`config.mk`:
```
export PLATFORM = sky130hd
export DESIGN_NAME = segment_encoder
export DESIGN_NICKNAME = d
export VERILOG_FILES = /design/src/rtl/segment_encoder.sv
export SDC_FILE = /design/constraint.sdc
export NUM_CORES = 1
export LEC_CHECK = 0
export BUFFER_PORTS_ARGS = -buffer_cell sky130_fd_sc_hd__buf_2
export CAP_MARGIN = 20
export CORE_MARGIN = 2
export CORE_UTILIZATION = 30
export DETAILED_ROUTE_END_ITERATION = 8
export PLACE_DENSITY = 0.47
export SLEW_MARGIN = 40
export SYNTH_ARGS = -nofsm -noshare
export SYNTH_HDL_FRONTEND = slang
export SYNTH_SLANG_ARGS = --single-unit
```
`constraint.sdc`:
```
create_clock -name Clk -period 4.1 [get_ports Clk]
set_input_delay 0.205 -clock Clk [delete_from_list [all_inputs] [get_ports Clk]]
set_output_delay 0.205 -clock Clk [all_outputs]
set_load 0.005 [all_outputs]
```
`src/rtl/segment_encoder.sv`:
```
// segment_encoder: serial 15-bit segment pattern to 4-bit hex code with valid/ready output.
// Optional SEG_ENCODER_ERRCNT_EN adds a saturating unmatched-frame counter on err_count.
module segment_encoder #(
  parameter bit MSB_FIRST = 1'b1
) (
  input  logic       Clk,
  input  logic       Reset,
  input  logic       ser_valid,
  input  logic       ser_start,
  input  logic       ser_data,
  output logic       ser_ready,
  output logic [3:0] code_out,
  output logic       code_error,
  output logic       code_valid,
  input  logic       code_ready,
  output logic [7:0] err_count
);
  typedef enum logic [1:0] {IDLE, SHIFT, LOOKUP, OUT} state_t;
  localparam logic [14:0] glyph [16] = '{
    15'h0C3F, 15'h0406, 15'h00DB, 15'h00CF, 15'h00E6, 15'h00ED, 15'h00FD, 15'h1401,
    15'h00FF, 15'h00E7, 15'h00F7, 15'h128F, 15'h0039, 15'h120F, 15'h00F9, 15'h00F1
  };
  state_t state, state_nxt;
  logic [14:0] sr;
  logic [3:0] cnt;
  logic hit;
  logic [3:0] hit_code;
  logic take;
  assign ser_ready  = state == IDLE || state == SHIFT;
  assign code_valid = state == OUT;
  assign take = ser_valid && (ser_start ? ser_ready : state == SHIFT);
  always_comb begin
    hit = 1'b0;
    hit_code = 4'd0;
    for (int i = 0; i < 16; i++)
      if (sr == glyph[i]) begin
        hit = 1'b1;
        hit_code = 4'(i);
      end
  end
  always_comb begin
    state_nxt = state;
    state_nxt = state == IDLE   ? (ser_valid && ser_start ? SHIFT : IDLE) :
                state == SHIFT  ? (ser_valid && !ser_start && cnt == 4'd14 ? LOOKUP : SHIFT) :
                state == LOOKUP ? OUT :
                                  (code_ready ? IDLE : OUT);
  end
  always_ff @(posedge Clk)
    if (Reset) state <= IDLE;
    else state <= state_nxt;
  // A start bit always reloads the register so a mid-frame restart drops earlier bits.
  always_ff @(posedge Clk) begin
    if (Reset) begin
      sr <= '0;
      cnt <= '0;
      code_out <= '0;
      code_error <= 1'b0;
    end else begin
      if (take) begin
        sr <= ser_start ? (MSB_FIRST ? {14'd0, ser_data} : {ser_data, 14'd0}) :
                          (MSB_FIRST ? {sr[13:0], ser_data} : {ser_data, sr[14:1]});
        cnt <= ser_start ? 4'd1 : cnt + 4'd1;
      end
      if (state == LOOKUP) begin
        code_out <= hit_code;
        code_error <= !hit;
      end
    end
  end
`ifdef SEG_ENCODER_ERRCNT_EN
  logic [7:0] err_q;
  always_ff @(posedge Clk)
    if (Reset) err_q <= '0;
    else if (state == LOOKUP && !hit && err_q != 8'hFF) err_q <= err_q + 8'd1;
  assign err_count = err_q;
`else
  assign err_count = 8'd0;
`endif
endmodule
```
==> flow_summary.json, run 1 <==
{
  "status": "finished, final reports clean",
  "cts_buffers": 3,
  "ys_ff_latch": 26,
  "worst_slew_pin_slew_ns": 0.669,
  "io_buffers": 12,
  "num_rows": 25,
  "cts.sinks": 26,
  "period_needed_ns": 1.80,
  "viasPerCell": 5.09,
  "fin_ws_ns": 2.30,
  "use_met1_pct": 16.2,
  "ios": 21,
  "drv_cap": 0,
  "leakage_nw": 0.531,
  "ys.flop_type": "dfxtp_1",
  "drt_iter0_drc": 119,
  "startpoint_type": "flip-flop",
  "drc_errors": 0,
  "crit_type": "flip-flop to flip-flop",
  "first_pass_iters": 4,
  "fin_nets": 189,
  "hpwl_um": 2230,
  "finalMaxSlewViolations": 0,
  "required_ns": 4.28,
  "yosysSeqAreaShare_pct": 35.5,
  "clk_pin_slew_ns": 0.09,
  "postSynthAreaPerCell_um2": 8.28,
  "cts_root_buf": "clkbuf_8",
  "grt_util_met3_pct": 2.47,
  "gr-usage-met2_pct": 20.1,
  "core_area_um2": 4720,
  "wl_um": 3050,
  "synth-edff-count": 0,
  "worstPathMaxFanout": 10,
  "vias": 1256,
  "grt_pass1_wl_um": 5340,
  "rsz0062_at_grt": "no",
  "dieArea_um2": 5460,
  "clk_path_buf_depth": 2,
  "worst-endpoint-arrival_ns": 1.98,
  "async_reset_ff_share_pct": 0,
  "cts_tree": "yes",
  "area_growth_pct": 8.71,
  "ir_drop_v": 0.000112,
  "antenna_found_initial": 0,
  "syn_area_um2": 1470,
  "yosysUniqueCellTypes": 45,
  "powerDensity_nw_per_um2": 312,
  "ant_nets": 0,
  "insertion_delay_ns": 0.27,
  "globalRouteTotalUtil_pct": 12.7,
  "die_y_um": 73.9,
  "postCtsSetupRepairBufs": 0,
  "grt_overflow": 0,
  "grt_max_degree": 28,
  "min_period_over_period_pct": 43.9,
  "drive_gt1_share_pct": 12.8,
  "min-delay-path-class": "input port to flip-flop",
  "finalSetupViolCount": 0,
  "wl_per_cell_um": 12.4,
  "cts_hold_buf": 0,
  "busiest_layer": "met2",
  "diodes": 0,
  "fmax_mhz": 555,
  "cts_resized": 0,
  "cts_max_level": 1,
  "grt_pass1_vias": 1152,
  "die-width_um": 73.9,
  "gp_congestion": 0.916,
  "tns_ns": 0,
  "syn_inst": 177,
  "slew_headroom_pct": 55.4,
  "hold_viol": 0,
  "yosys_warnings": 0,
  "floorplan.initialDensity_pct": 31.0,
  "worst_setup_path_end_kind": "flip-flop",
  "skew_ns": 0.00492,
  "pre_cts_slack_ns": 2.32
}
## per-stage QoR
step	area (µm²)	hold slack [ns]	power, W	utilization (%)	std cells
final	1590	0.168	0.000497	33.7	247
after global routing	1590	0.178	0.000520	33.7	247
after CTS	1590	0.169	0.000505	33.7	247
after detailed placement	1520	0.467	0.000289	32.2	243
after global placement	1520	0.466	0.000287	32.1	243
after floorplan	1490	0.341	0.000288	-	184
## worst max-delay path, stage by stage (launching register included)
cell	delay, ns
dfxtp_1	0.51
nor3b_1	0.39
nand3_1	0.16
o31a_1	0.28
nor3b_1	0.16
a31o_1	0.21
## layer usage
layer	vias to the layer above	wire (µm)
li1	630	-
met1	597	1490
met2	24	1390
met3	5	115
met4	0	54
met5	-	0
## flip-flops by register name (all words and copies together) (netlist names)
register	cells
sr	15
code_error	1
code_out	4
state	2
cnt	4
## kinds of logic (layout without fill, tap and decap cells)
logic type               after synthesis  in the layout  share of synthesized area (%)
AO/OA/AOI/OAI                         41             41                           19.4
XOR/XNOR                               3              3                           1.79
adder cells (fa/ha/maj)                2              2                           1.71
buffers and inverters                 25             21                           9.31
flip-flops                            26             26                           35.5
other                                  1              8                          0.256
AND/OR/NAND/NOR                       79             79                           32.0
## Yosys cell counts (2+ instances only)
master	instances	area share [%]
a22oi_1	9	4.6
nand3_1	4	1.4
ha_1	2	1.7
nand2_1	15	3.8
and2_1	2	0.85
nor3b_1	3	1.5
buf_2	4	1.4
nor2_1	19	4.9
a21oi_1	11	3.8
a211oi_1	4	2.0
a31oi_1	2	0.85
dfxtp_1	26	36
inv_1	5	1.3
nand4_1	3	1.3
clkbuf_1	7	1.8
nor4_4	2	2.9
o21ai_0	3	1.0
and3b_1	2	1.2
nand2b_1	2	0.85
nor4b_1	2	1.2
xor2_1	3	1.8
nand3b_1	6	3.1
nor2b_1	2	0.85
nor3_1	9	3.1
nand4b_1	3	1.8
buf_4	8	4.1
## worst paths after layout
| path | from | to | slack (ns) | cells after the start |
|---|---|---|---|---|
| setup / recovery | sr[0]$_SDFFE_PP0P_ | code_error$_SDFFE_PP0P_ | 2.30 | 5 |
| setup reg to reg | sr[0]$_SDFFE_PP0P_ | code_error$_SDFFE_PP0P_ | 2.30 | 5 |
| hold / removal | ser_data | sr[0]$_SDFFE_PP0P_ | 0.17 | 3 |
| hold reg to reg | code_out[3]$_SDFFE_PP0P_ | code_out[3]$_SDFFE_PP0P_ | 0.49 | 2 |
## report_power, final
| part | leakage, nW | switching (W) | internal, W |
|---|---|---|---|
| Combinational | 0.285 | 0.0000170 | 0.00000725 |
| Clock | 0.0357 | 0.0000841 | 0.000131 |
| Sequential | 0.210 | 0.00000366 | 0.000254 |
| Total | 0.531 | 0.000105 | 0.000392 |
## layout by cell type (no fill, tap or decap), types with 2 or more instances in the layout
master / n
dfxtp_1: 26
nor2_1: 19
nand2_1: 15
buf_2: 12
a21oi_1: 11
a22oi_1: 9
nor3_1: 9
conb_1: 8
nand3b_1: 6
inv_1: 5
a211oi_1: 4
nand3_1: 4
xor2_1: 3
nor3b_1: 3
nand4b_1: 3
nand4_1: 3
o21ai_0: 3
clkbuf_8: 3
and2_1: 2
nor2b_1: 2
and3b_1: 2
nand2b_1: 2
nor4_4: 2
nor4b_1: 2
a31oi_1: 2
ha_1: 2
## area by class of cell
class / count / area [µm²]
fillers: 498 / 3130
well taps: 67 / 83.8
clock inverters: 1 / 30.0
multi-input cells: 133 / 838
inverters: 5 / 18.8
repair buffers: 12 / 60.1
flip-flops and latches: 26 / 520
clock buffers: 3 / 41.3
Note: power is estimated with default switching activity, not from simulation.
==> inputs of run 2 (changes only) <==
--- a/config.mk
+++ b/config.mk
@@ -5,6 +5,7 @@
 export SDC_FILE = /design/constraint.sdc
 export NUM_CORES = 1
 export LEC_CHECK = 0
+export ABC_AREA = 1
 export BUFFER_PORTS_ARGS = -buffer_cell sky130_fd_sc_hd__buf_2
 export CAP_MARGIN = 20
 export CORE_MARGIN = 2
==> constraint.sdc (replaced) <==
create_clock -name Clk -period 1.9 [get_ports Clk]
set_input_delay 0.095 -clock Clk [delete_from_list [all_inputs] [get_ports Clk]]
set_output_delay 0.095 -clock Clk [all_outputs]
set_load 0.005 [all_outputs]
==> run 2 against run 1 <==
Via count is 9.8% higher; fmax is 15% higher; combinational power grew to 6.3 times the previous value; flip-flop and latch count stayed put; clock skew is 0.0012 ns higher; sequential power is 130% higher; count of clock-buffer cells in the layout stayed put; first-iteration DRC count is 42% lower; sequential share of layout area is 2.1 points lower; wire length is 9.2% higher; hold slack worse by 0.091 ns; critical endpoint unchanged; largest power group unchanged; highest routed layer unchanged.
==> flow_summary.json, run 2 <==
{
  "fin_ws_ns": 0.338,
  "vias": 1379,
  "hold_viol": 0,
  "cts_tree": "yes",
  "rsz0062_at_grt": "no",
  "synth_top_cell_area_share_pct": 33.4,
  "synthTopCellsByArea": "dfxtp_1 (33%), nor2_1 (12%), nand2_1 (8.0%)",
  "syn_inst": 234,
  "pre_cts_slack_ns": 0.321,
  "cts_buffers": 3,
  "io_buffers": 12,
  "largest_reg_flops": 15,
  "mostFrequentLayoutCells": "nor2_1 (51), nand2_1 (33), inv_1 (28)",
  "powerDensity_nw_per_um2": 718,
  "cts_root_buf": "clkbuf_8",
  "die-width_um": 76.0,
  "diodes": 0,
  "antenna_found_initial": 0,
  "reg_top3": "sr: 15 flops, cnt: 4 flops, code_out: 4 flops",
  "cts_hold_buf": 0,
  "ys.flop_type": "dfxtp_1",
  "period_needed_ns": 1.56,
  "hpwl_um": 2500,
  "min_period_over_period_pct": 82.2,
  "tns_ns": 0,
  "m1WireLength_um": 1780,
  "crit_start": "sr[8]$_SDFFE_PP0P_",
  "drive_gt1_share_pct": 14.8,
  "grt_pass1_vias": 1318,
  "globalRouteTotalUtil_pct": 12.6,
  "insertion_delay_ns": 0.28,
  "r2r_setup_slack_ns": 0.34,
  "fin_nets": 252,
  "first_pass_iters": 4,
  "fmax_mhz": 640,
  "yosysSeqAreaShare_pct": 33.4,
  "dr.max_layer_used": "met4",
  "required_ns": 2.07,
  "grt_max_degree": 20,
  "min-delay-path-class": "input port to flip-flop",
  "cts.sinks": 26,
  "yosysUniqueCellTypes": 31,
  "leakage_nw": 0.732,
  "cts_resized": 0,
  "syn_area_um2": 1560,
  "worst_setup_path_end_kind": "flip-flop",
  "finalMaxSlewViolations": 0,
  "fin_hold_ws_ns": 0.0768,
  "layout_commonest_cell": "nor2_1",
  "drc_errors": 0,
  "hold_depth": 4,
  "core_area_um2": 5040,
  "r2r_start": "sr[8]$_SDFFE_PP0P_",
  "grt_overflow": 0,
  "worst-endpoint-arrival_ns": 1.73,
  "postPlaceCellArea_um2": 1630,
  "clk_path_buf_depth": 2,
  "synth_most_common_cell": "nor2_1",
  "crit_type": "flip-flop to flip-flop",
  "status": "finished, final reports clean",
  "num_rows": 26,
  "grt_pass1_wl_um": 6030,
  "synthTopCellsByCount": "nor2_1 (51), nand2_1 (33), inv_1 (28)",
  "gp_congestion": 0.813,
  "finalSetupViolCount": 0,
  "async_reset_ff_share_pct": 0,
  "wl_met2_um": 1380,
  "ir_drop_v": 0.000323,
  "r2r_end": "code_error$_SDFFE_PP0P_",
  "synth-edff-count": 0,
  "skew_ns": 0.00610,
  "dieArea_um2": 5780,
  "worstPathMaxFanout": 11,
  "postSynthAreaPerCell_um2": 6.65,
  "ys_ff_latch": 26,
  "wl_per_cell_um": 10.6,
  "yosys_warnings": 0,
  "viasPerCell": 4.41,
  "yosysTopAreaCell": "dfxtp_1",
  "cts_max_level": 1,
  "finalPower_w": 0.00122,
  "dr_wl_met3_um": 123,
  "drv_cap": 0,
  "floorplan.initialDensity_pct": 30.9,
  "postCtsSetupRepairBufs": 0,
  "ant_nets": 0,
  "setup.worst_path.end": "code_error$_SDFFE_PP0P_",
  "ios": 21,
  "ff2ff_path_depth": 10,
  "area_growth_pct": 9.32,
  "die_y_um": 76.0,
  "clk_pin_slew_ns": 0.10,
  "drt_iter0_drc": 69,
  "finalInstanceArea_um2": 1700,
  "wl_um": 3330,
  "startpoint_type": "flip-flop",
  "top_register": "sr"
}
## run 2: cell types whose count changed after synthesis, sizes merged, moves of 4 or more
cell | previous run | this run
nor2 | 19 | 59
inv | 5 | 31
nand2 | 15 | 40
nand3 | 4 | 15
o21ai | 4 | 13
nor3 | 9 | 3
nand3b | 6 | 1
a21oi | 12 | 8
clkbuf | 7 | 3
nor3b | 4 | 0
## run 2: worst min path at each step
stage	startpoint	endpoint	slack, ns
after detailed placement	code_ready	state[0]$_SDFF_PP0_	0.38
after global routing	code_ready	state[0]$_SDFF_PP0_	0.09
after floorplan	Reset	code_error$_SDFFE_PP0P_	0.16
after CTS	code_ready	state[0]$_SDFF_PP0_	0.07
after global placement	code_ready	state[0]$_SDFF_PP0_	0.38
final	code_ready	state[0]$_SDFF_PP0_	0.08
## run 2: worst max-delay path, cell delays in order, from the launching register on
cell and delay (ns):
dfxtp_1 0.34, nor2_1 0.17, nand2_1 0.09, nor2_2 0.32
nand3_1 0.16, nand2_1 0.11, inv_1 0.05, nand2_2 0.07
nor2_4 0.04, nand2_1 0.06, a21oi_2 0.05
## run 2: layout make-up
type                            count  area (µm²)
Clock inverter                      1        30.0
Clock buffer                        3        41.3
Multi-Input combinational cell    170         846
Fill cell                         566        3340
Tap cell                           70        87.6
Inverter                           31         116
Sequential cell                    26         520
Timing Repair Buffer               12        60.1
## run 2: where the power goes
| group | total [W] | internal, W | switching [W] |
|---|---|---|---|
| registers | 0.000593 | 0.000570 | 0.0000233 |
| clock network | 0.000474 | 0.000282 | 0.000192 |
| logic | 0.000154 | 0.0000481 | 0.000106 |
## run 2: routing by layer
| layer | global-route usage, % | vias up |
|---|---|---|
| met5 | 0 | - |
| met4 | 5.27 | 0 |
| met3 | 1.78 | 4 |
| met2 | 18.9 | 25 |
| met1 | 18.1 | 603 |
| li1 | - | 747 |
## run 2: kinds of logic (layout without fill, tap and decap cells)
group	count (synthesis)	count (layout)	synth area share, %
AO/OA/AOI/OAI	34	34	13.3
adder cells (fa/ha/maj)	2	2	1.61
other	1	8	0.241
flip-flops	26	26	33.4
XOR/XNOR	1	1	0.563
AND/OR/NAND/NOR	125	125	37.0
buffers and inverters	45	47	13.9
## run 2: metrics by stage
stage | util, % | std cells
after floorplan | - | 241
after global placement | 32.3 | 309
after detailed placement | 32.3 | 309
after CTS | 33.7 | 313
after global routing | 33.7 | 313
final | 33.7 | 313
